$ cat src/rtl/bcd_alu_seq.sv
// Digit-serial BCD add/subtract unit: one digit per clock, LSD first, with
// start/busy/done handshake and negative/overflow/error flags.
module bcd_alu_seq #(
  parameter int unsigned DIGITS = 4
) (
  input  logic                  clk,
  input  logic                  clear_n,
  input  logic                  start,
  input  logic [1:0]            op_selected,
  input  logic [4*DIGITS-1:0]   bcd1,
  input  logic [4*DIGITS-1:0]   bcd2,
  output logic                  busy,
  output logic                  done,
  output logic [4*DIGITS-1:0]   bcd_out,
  output logic                  special_signal,
  output logic                  overflow,
  output logic                  error
);

  localparam int unsigned W  = 4 * DIGITS;
  localparam int unsigned CW = (DIGITS > 1) ? $clog2(DIGITS) : 1;
  localparam logic [1:0] OP_ADD = 2'b01;
  localparam logic [1:0] OP_SUB = 2'b10;

  typedef enum logic [1:0] {S_IDLE, S_LOAD, S_CALC, S_DONE} state_t;

  state_t         state_q, state_d;
  logic [W-1:0]   a_q, a_d, b_q, b_d, res_q, res_d;
  logic [1:0]     op_q, op_d;
  logic           cy_q, cy_d, neg_q, neg_d, err_q, err_d;
  logic [CW-1:0]  cnt_q, cnt_d;
  logic           busy_q, busy_d, done_q, done_d;
  logic [W-1:0]   bcd_out_q, bcd_out_d;
  logic           special_q, special_d, overflow_q, overflow_d, error_q, error_d;

  logic           digit_bad_c;
  logic [3:0]     dig_c;
  logic           cy_next_c;
  logic [4:0]     sum_c, sub_c;

  assign busy           = busy_q;
  assign done           = done_q;
  assign bcd_out        = bcd_out_q;
  assign special_signal = special_q;
  assign overflow       = overflow_q;
  assign error          = error_q;

  // Flag any latched operand digit outside 0..9
  always_comb begin
    digit_bad_c = 1'b0;
    for (int i = 0; i < int'(DIGITS); i++) begin
      if (a_q[4*i +: 4] > 4'd9 || b_q[4*i +: 4] > 4'd9) digit_bad_c = 1'b1;
    end
  end

  // Current-digit add/subtract with BCD correction on the low digits of A/B
  always_comb begin
    sum_c     = 5'(a_q[3:0]) + 5'(b_q[3:0]) + 5'(cy_q);
    sub_c     = 5'(b_q[3:0]) + 5'(cy_q);
    dig_c     = 4'd0;
    cy_next_c = 1'b0;
    if (op_q == OP_ADD) begin
      if (sum_c > 5'd9) begin
        dig_c     = 4'(sum_c + 5'd6);
        cy_next_c = 1'b1;
      end else begin
        dig_c     = 4'(sum_c);
      end
    end else begin
      if (5'(a_q[3:0]) < sub_c) begin
        dig_c     = 4'(5'(a_q[3:0]) + 5'd10 - sub_c);
        cy_next_c = 1'b1;
      end else begin
        dig_c     = 4'(5'(a_q[3:0]) - sub_c);
      end
    end
  end

  // Next-state and next-output logic
  always_comb begin
    state_d    = state_q;
    a_d        = a_q;
    b_d        = b_q;
    op_d       = op_q;
    res_d      = res_q;
    cy_d       = cy_q;
    neg_d      = neg_q;
    err_d      = err_q;
    cnt_d      = cnt_q;
    done_d     = 1'b0;
    bcd_out_d  = bcd_out_q;
    special_d  = special_q;
    overflow_d = overflow_q;
    error_d    = error_q;
    case (state_q)
      S_IDLE: begin
        if (start) begin
          a_d     = bcd1;
          b_d     = bcd2;
          op_d    = op_selected;
          state_d = S_LOAD;
        end
      end
      S_LOAD: begin
        cnt_d = '0;
        cy_d  = 1'b0;
        neg_d = 1'b0;
        err_d = 1'b0;
        if (digit_bad_c || (op_q != OP_ADD && op_q != OP_SUB)) begin
          err_d   = 1'b1;
          state_d = S_DONE;
        end else begin
          // Packed BCD with valid digits orders the same as its numeric value
          if (op_q == OP_SUB && a_q < b_q) begin
            a_d   = b_q;
            b_d   = a_q;
            neg_d = 1'b1;
          end
          state_d = S_CALC;
        end
      end
      S_CALC: begin
        res_d = W'({dig_c, res_q} >> 4);
        a_d   = a_q >> 4;
        b_d   = b_q >> 4;
        cy_d  = cy_next_c;
        cnt_d = cnt_q + CW'(1);
        if (cnt_q == CW'(DIGITS - 1)) state_d = S_DONE;
      end
      S_DONE: begin
        done_d     = 1'b1;
        bcd_out_d  = err_q ? '0 : res_q;
        special_d  = ~err_q & neg_q;
        overflow_d = ~err_q & (op_q == OP_ADD) & cy_q;
        error_d    = err_q;
        state_d    = S_IDLE;
      end
      default: state_d = S_IDLE;
    endcase
    busy_d = (state_d != S_IDLE);
  end

  // State and datapath registers
  always_ff @(posedge clk or negedge clear_n) begin
    if (!clear_n) begin
      state_q    <= S_IDLE;
      a_q        <= '0;
      b_q        <= '0;
      op_q       <= 2'b00;
      res_q      <= '0;
      cy_q       <= 1'b0;
      neg_q      <= 1'b0;
      err_q      <= 1'b0;
      cnt_q      <= '0;
      busy_q     <= 1'b0;
      done_q     <= 1'b0;
      bcd_out_q  <= '0;
      special_q  <= 1'b0;
      overflow_q <= 1'b0;
      error_q    <= 1'b0;
    end else begin
      state_q    <= state_d;
      a_q        <= a_d;
      b_q        <= b_d;
      op_q       <= op_d;
      res_q      <= res_d;
      cy_q       <= cy_d;
      neg_q      <= neg_d;
      err_q      <= err_d;
      cnt_q      <= cnt_d;
      busy_q     <= busy_d;
      done_q     <= done_d;
      bcd_out_q  <= bcd_out_d;
      special_q  <= special_d;
      overflow_q <= overflow_d;
      error_q    <= error_d;
    end
  end

endmodule

$ cat config.mk
export PLATFORM = sky130hd
export DESIGN_NAME = bcd_alu_seq
export DESIGN_NICKNAME = d
export VERILOG_FILES = /design/src/rtl/bcd_alu_seq.sv
export SDC_FILE = /design/constraint.sdc
export NUM_CORES = 1
export LEC_CHECK = 0
export BUFFER_PORTS_ARGS = -buffer_cell sky130_fd_sc_hd__buf_4
export CORE_MARGIN = 2
export CORE_UTILIZATION = 40
export DETAILED_ROUTE_END_ITERATION = 10
export GPL_TIMING_DRIVEN = 0
export HOLD_SLACK_MARGIN = 0.06
export MAX_ROUTING_LAYER = met4
export SETUP_SLACK_MARGIN = 0.2
export SLEW_MARGIN = 10
export SYNTH_ARGS = -nofsm -noshare
export SYNTH_HDL_FRONTEND = slang
export SYNTH_SLANG_ARGS = --single-unit
$ cat constraint.sdc
create_clock -name clk -period 6.5 [get_ports clk]
set_input_delay 0.325 -clock clk [delete_from_list [all_inputs] [get_ports clk]]
set_output_delay 0.325 -clock clk [all_outputs]
set_load 0.005 [all_outputs]
## Word-level counts from Yosys, hierarchy flattened

Cells that the tools add are included.

- Output and inout bits: 21
- Memories: 0
- Register bits after elaboration: 78
- Bits in read-only memories: 0
- Latch bits: 0
- Input port bits: 37
- Memory bits (writable): 0

- Divide/modulo/power cells: 0
- Reductions and logical operators: 13
- Bitwise operators: 4
- Multiplexer cells: 29
- Multipliers: 0
- Eq/ne operators: 11
- Shifts and indexed selects: 0
- Order comparisons: 11
- $add $sub $neg: 8

Operators by type and width:

| operator | count |
|---|---|
| $mux 16 | 7 |
| $pmux 16 s3 | 2 |
| $gt 4x4->1 const B | 8 |
| $lt 16x16->1 | 1 |
| $mux 1 | 12 |
| $mux 4 | 3 |
| $eq 2x2->1 const B | 4 |
| $ne 2x2->1 const B | 4 |
| $pmux 2 s4 | 1 |
| $sub 4x4->4 | 2 |
| $add 4x1->5 | 1 |
| $add 4x4->5 | 1 |
| $add 5x1->5 | 1 |
| $gt 5x4->1 const B | 1 |
| $logic_or 1x1->1 | 5 |
| $lt 4x5->1 | 1 |
| $add 4x3->4 const B | 1 |
| $add 4x4->4 const B | 1 |
| $eq 2x1->1 const B | 2 |
| $mux 2 | 2 |
| $pmux 2 s2 | 1 |
| $reduce_and 4->1 | 1 |
| $reduce_bool 2->1 | 2 |
| $and 1x1->1 | 3 |
| 8 further kinds | 9 |

## Longest topological paths before layout

- Word-level depth: 10
- Mapped depth: 14
- Depth with buffers taken out: 14

## Least setup slack after synthesis

OpenSTA, ideal clock, no wires.

- Path type: reg-to-reg
- Start: register b_q[0]
- End: register res_q[15]
- Path buffers: 0
- Slack: 3.945 ns
- Data required time: 6.372 ns
- Clock period less this slack: 2.555 ns
- Cell stages (with the launch flop): 15
- Library setup time: 0.128 ns
- Arrival time: 2.427 ns
- Path through: dfrtp_1 -> ha_1 -> ha_1 -> inv_1 -> ha_1 -> inv_1 -> ha_1 -> inv_1 -> fa_1 -> xnor2_1 -> xnor2_1 -> a21oi_1 -> nor2_1 -> a21oi_1 -> o21ai_0

- Longest elaborated chain between the ends: 5

Ends and longest elaborated chain:

| element | line | source |
|---|---|---|
| from (decl) | 28 | `logic [W-1:0] a_q, a_d, b_q, b_d, res_q, res_d;` |
| from (signal assigned) | 148 | `b_q <= '0;` |
| from (signal assigned) | 164 | `b_q <= b_d;` |
| $add 4x4->5 | 58 | `sum_c = 5'(a_q[3:0]) + 5'(b_q[3:0]) + 5'(cy_q);` |
| $add 5x1->5 | 58 |  |
| $add 4x3->4 / $gt 5x4->1 (equally long branches) | 64, 63 |  |
| $mux 4 | 63 | `if (sum_c > 5'd9) begin` |
| $mux 4 (*) | 62 | `if (op_q == OP_ADD) begin` |
| to (signal assigned) | 166 | `res_q <= res_d;` |
| to (decl) | 28 |  |

Mark *: on every way between the ends. The rest lies on a longest branch, timed or not.
A chain may end at the register's enable or synchronous reset.

## Final worst setup path

Same ends and word-level chain as after synthesis.

==> metrics.cfg <==
[status]
status=finished clean

[logic_synthesis]
synth_nets=534
synth_commonest_cells=dfrtp_1, inv_1, ha_1, o21ai_0
async_reset_ff_frac=1.00
synth_ff_type=dfrtp_1
synth.area.top_cells=dfrtp_1, ha_1, mux2i_1, mux2_2, a22oi_1
synth_most_common_cell=dfrtp_1
netlist-cell-type-count=48
synth_area_leader_cell=dfrtp_1
ys_warn_count=0
synth_edf_count=0
avgSynthCellArea_um2=10.1
ys_ff_latch=78
yosys.area.top_type_share=0.420
seq_area_frac_synth=0.420
netlist_area_um2=4650
postSynthCellCount=458

[placed_design]
dp.cells=658
port_buffers=57
gp_congestion=0.866
dpl-instance-area_um2=5250
hpwl_um=8540
post-place-ws_ns=3.66

[floorplanning]
core_um2=11400
start_util=0.409
fp-row-count=39
die_h_um=112
fp.dieArea_um2=12500
pin_count=58
fp.dieW_um=112

[finish]
multi_input_area_um2=2420
post-route-cell-area_um2=5580
ff_latch_area_um2=1950
final_cells=674
diodes=0
syn_to_final_growth_pct=20.0
nets=602
fill_cells=1085
drive_above_1_share=0.213

[critical_path]
rrSetupSlack_ns=3.68
required_ns=6.71
cp_max_fo=4
reg2regPathDepth=14
r2r-start=b_q[0]
crit_path_start_kind=flop
timing.rr.end=res_q[15]
critical_path_class=flop to flop
crit_path_end_kind=flop
arrival_ns=3.04

[cts]
h-tree-depth=3
cts_hold_repair.buffers=0
cts_tree=built
cts.path.max_buffers=2
cts_setup_buffers=0
clk_latency_ns=0.34
post_cts_resized=0
cts.sinks=78
cts_root_buf=clkbuf_16
numCtsBuffers=9
path_clk_slew_ns=0.06

[timing]
setup_violations=0
fin_crit_sh=0.434
relSlewSlack=0.334
post-route-min-period_ns=2.82
rsz0062_at_grt=false
fin_tns_setup_ns=0
worst_pin_slew_ns=0.999
max_freq_mhz=354
skew_ns=0.00627
setup_ws_ns=3.68
hold_viol_final=0
drv_slew=0

[route]
wl_per_cell_um=17.3
via_count=3634
drc=0
ant_nets=0
viasPerCell=5.39
dr.pass1.iters=4
first_iter_violations=244
totalWireLength_um=11700

[min_path]
hold_class=input pin to async pin

[global_routing]
grt_pass1_wl_um=19400
grt.total_usage=0.201
grt_max_degree=79
grt_pass1_vias=3693
grt-ovfl-total=0
antenna_found_initial=0

[job]
maxCapViolCount=0

## registers in the layout, summed over array words and instances (netlist names), 2 cells and up
register  count
a_q          16
b_q          16
bcd_out      16
cnt_q         2
op_q          2
res_q        16
state_q       2
## layout make-up
| type | count | share of cell area |
|---|---|---|
| well taps | 143 | 0.0321 |
| repair buffers | 57 | 0.0767 |
| flip-flops and latches | 78 | 0.350 |
| clock buffers | 11 | 0.0435 |
| clock inverters | 5 | 0.0146 |
| plain buffers | 25 | 0.0202 |
| inverters | 43 | 0.0289 |
| multi-input cells | 312 | 0.434 |
## how the worst max path moves through the flow
| stage | start | endpoint | slack [ns] | depth (start not counted) |
|---|---|---|---|---|
| 6_report | b_q[0] | res_q[15] | 3.68 | 14 |
| 3_5_place_dp | b_q[0] | res_q[15] | 3.66 | 14 |
| 2_1_floorplan | b_q[0] | res_q[15] | 3.95 | 14 |
| 3_3_place_gp | b_q[0] | res_q[15] | 3.71 | 14 |
| 4_1_cts | b_q[0] | res_q[15] | 3.64 | 14 |
| 5_1_grt | b_q[0] | res_q[15] | 3.44 | 14 |
## cell usage in the layout (no fill, tap or decap), drive strengths merged, types with 2 or more instances in the layout
cell type  netlist  routed
dfrtp           78      78
buf              6      63
inv             42      43
o21ai           37      37
ha              35      35
clkbuf          19      30
mux2            29      29
a22oi           24      24
nor2b           24      24
mux2i           23      23
a21oi           23      23
nand2           21      21
nor2            18      18
a31o            17      17
nand3            9       9
xnor2            6       6
nand2b           6       6
nand4            5       5
a31oi            5       5
fa               4       4
o22ai            3       3
xor2             2       2
nor3             2       2
bufinv           0       2
clkinv           1       2
## kinds of logic (layout without fill, tap and decap cells)
logic type	after synthesis	in the layout	synth area share
buf+inv	68	141	0.0590
flops	78	78	0.420
simple gates	90	90	0.0977
mux	52	52	0.120
fa+ha+maj	39	39	0.111
xor+xnor	8	8	0.0151
compound gates	123	123	0.177
## stage by stage
| step | hold WS, ns | utilization |
|---|---|---|
| after floorplan | 0.0294 | - |
| after global placement | 0.474 | 0.462 |
| after detailed placement | 0.502 | 0.462 |
| after CTS | 0.206 | 0.491 |
| after global routing | 0.227 | 0.491 |
| final | 0.151 | 0.491 |
## metal layers
metal	part of all wire	global-route usage	up-vias
met3	0.054	0.0386	12
met1	0.46	0.260	1763
li1	-	-	1761
met5	0	-	-
met4	0.011	0.0494	0
met2	0.47	0.327	98
## worst max-delay path: stages (launching register included)
cell and delay, ns:
dfrtp_1 0.42, ha_1 0.26, ha_1 0.37, inv_1 0.06, ha_1 0.28, inv_1 0.06, ha_1 0.13, inv_1 0.04
fa_1 0.37, xnor2_1 0.21, xnor2_1 0.09, a21oi_1 0.13, nor2_1 0.05, a21oi_1 0.13, o21ai_0 0.10
Power is not shown: default switching activity piles up to over one toggle a cycle in this logic, so the estimate is an artifact.
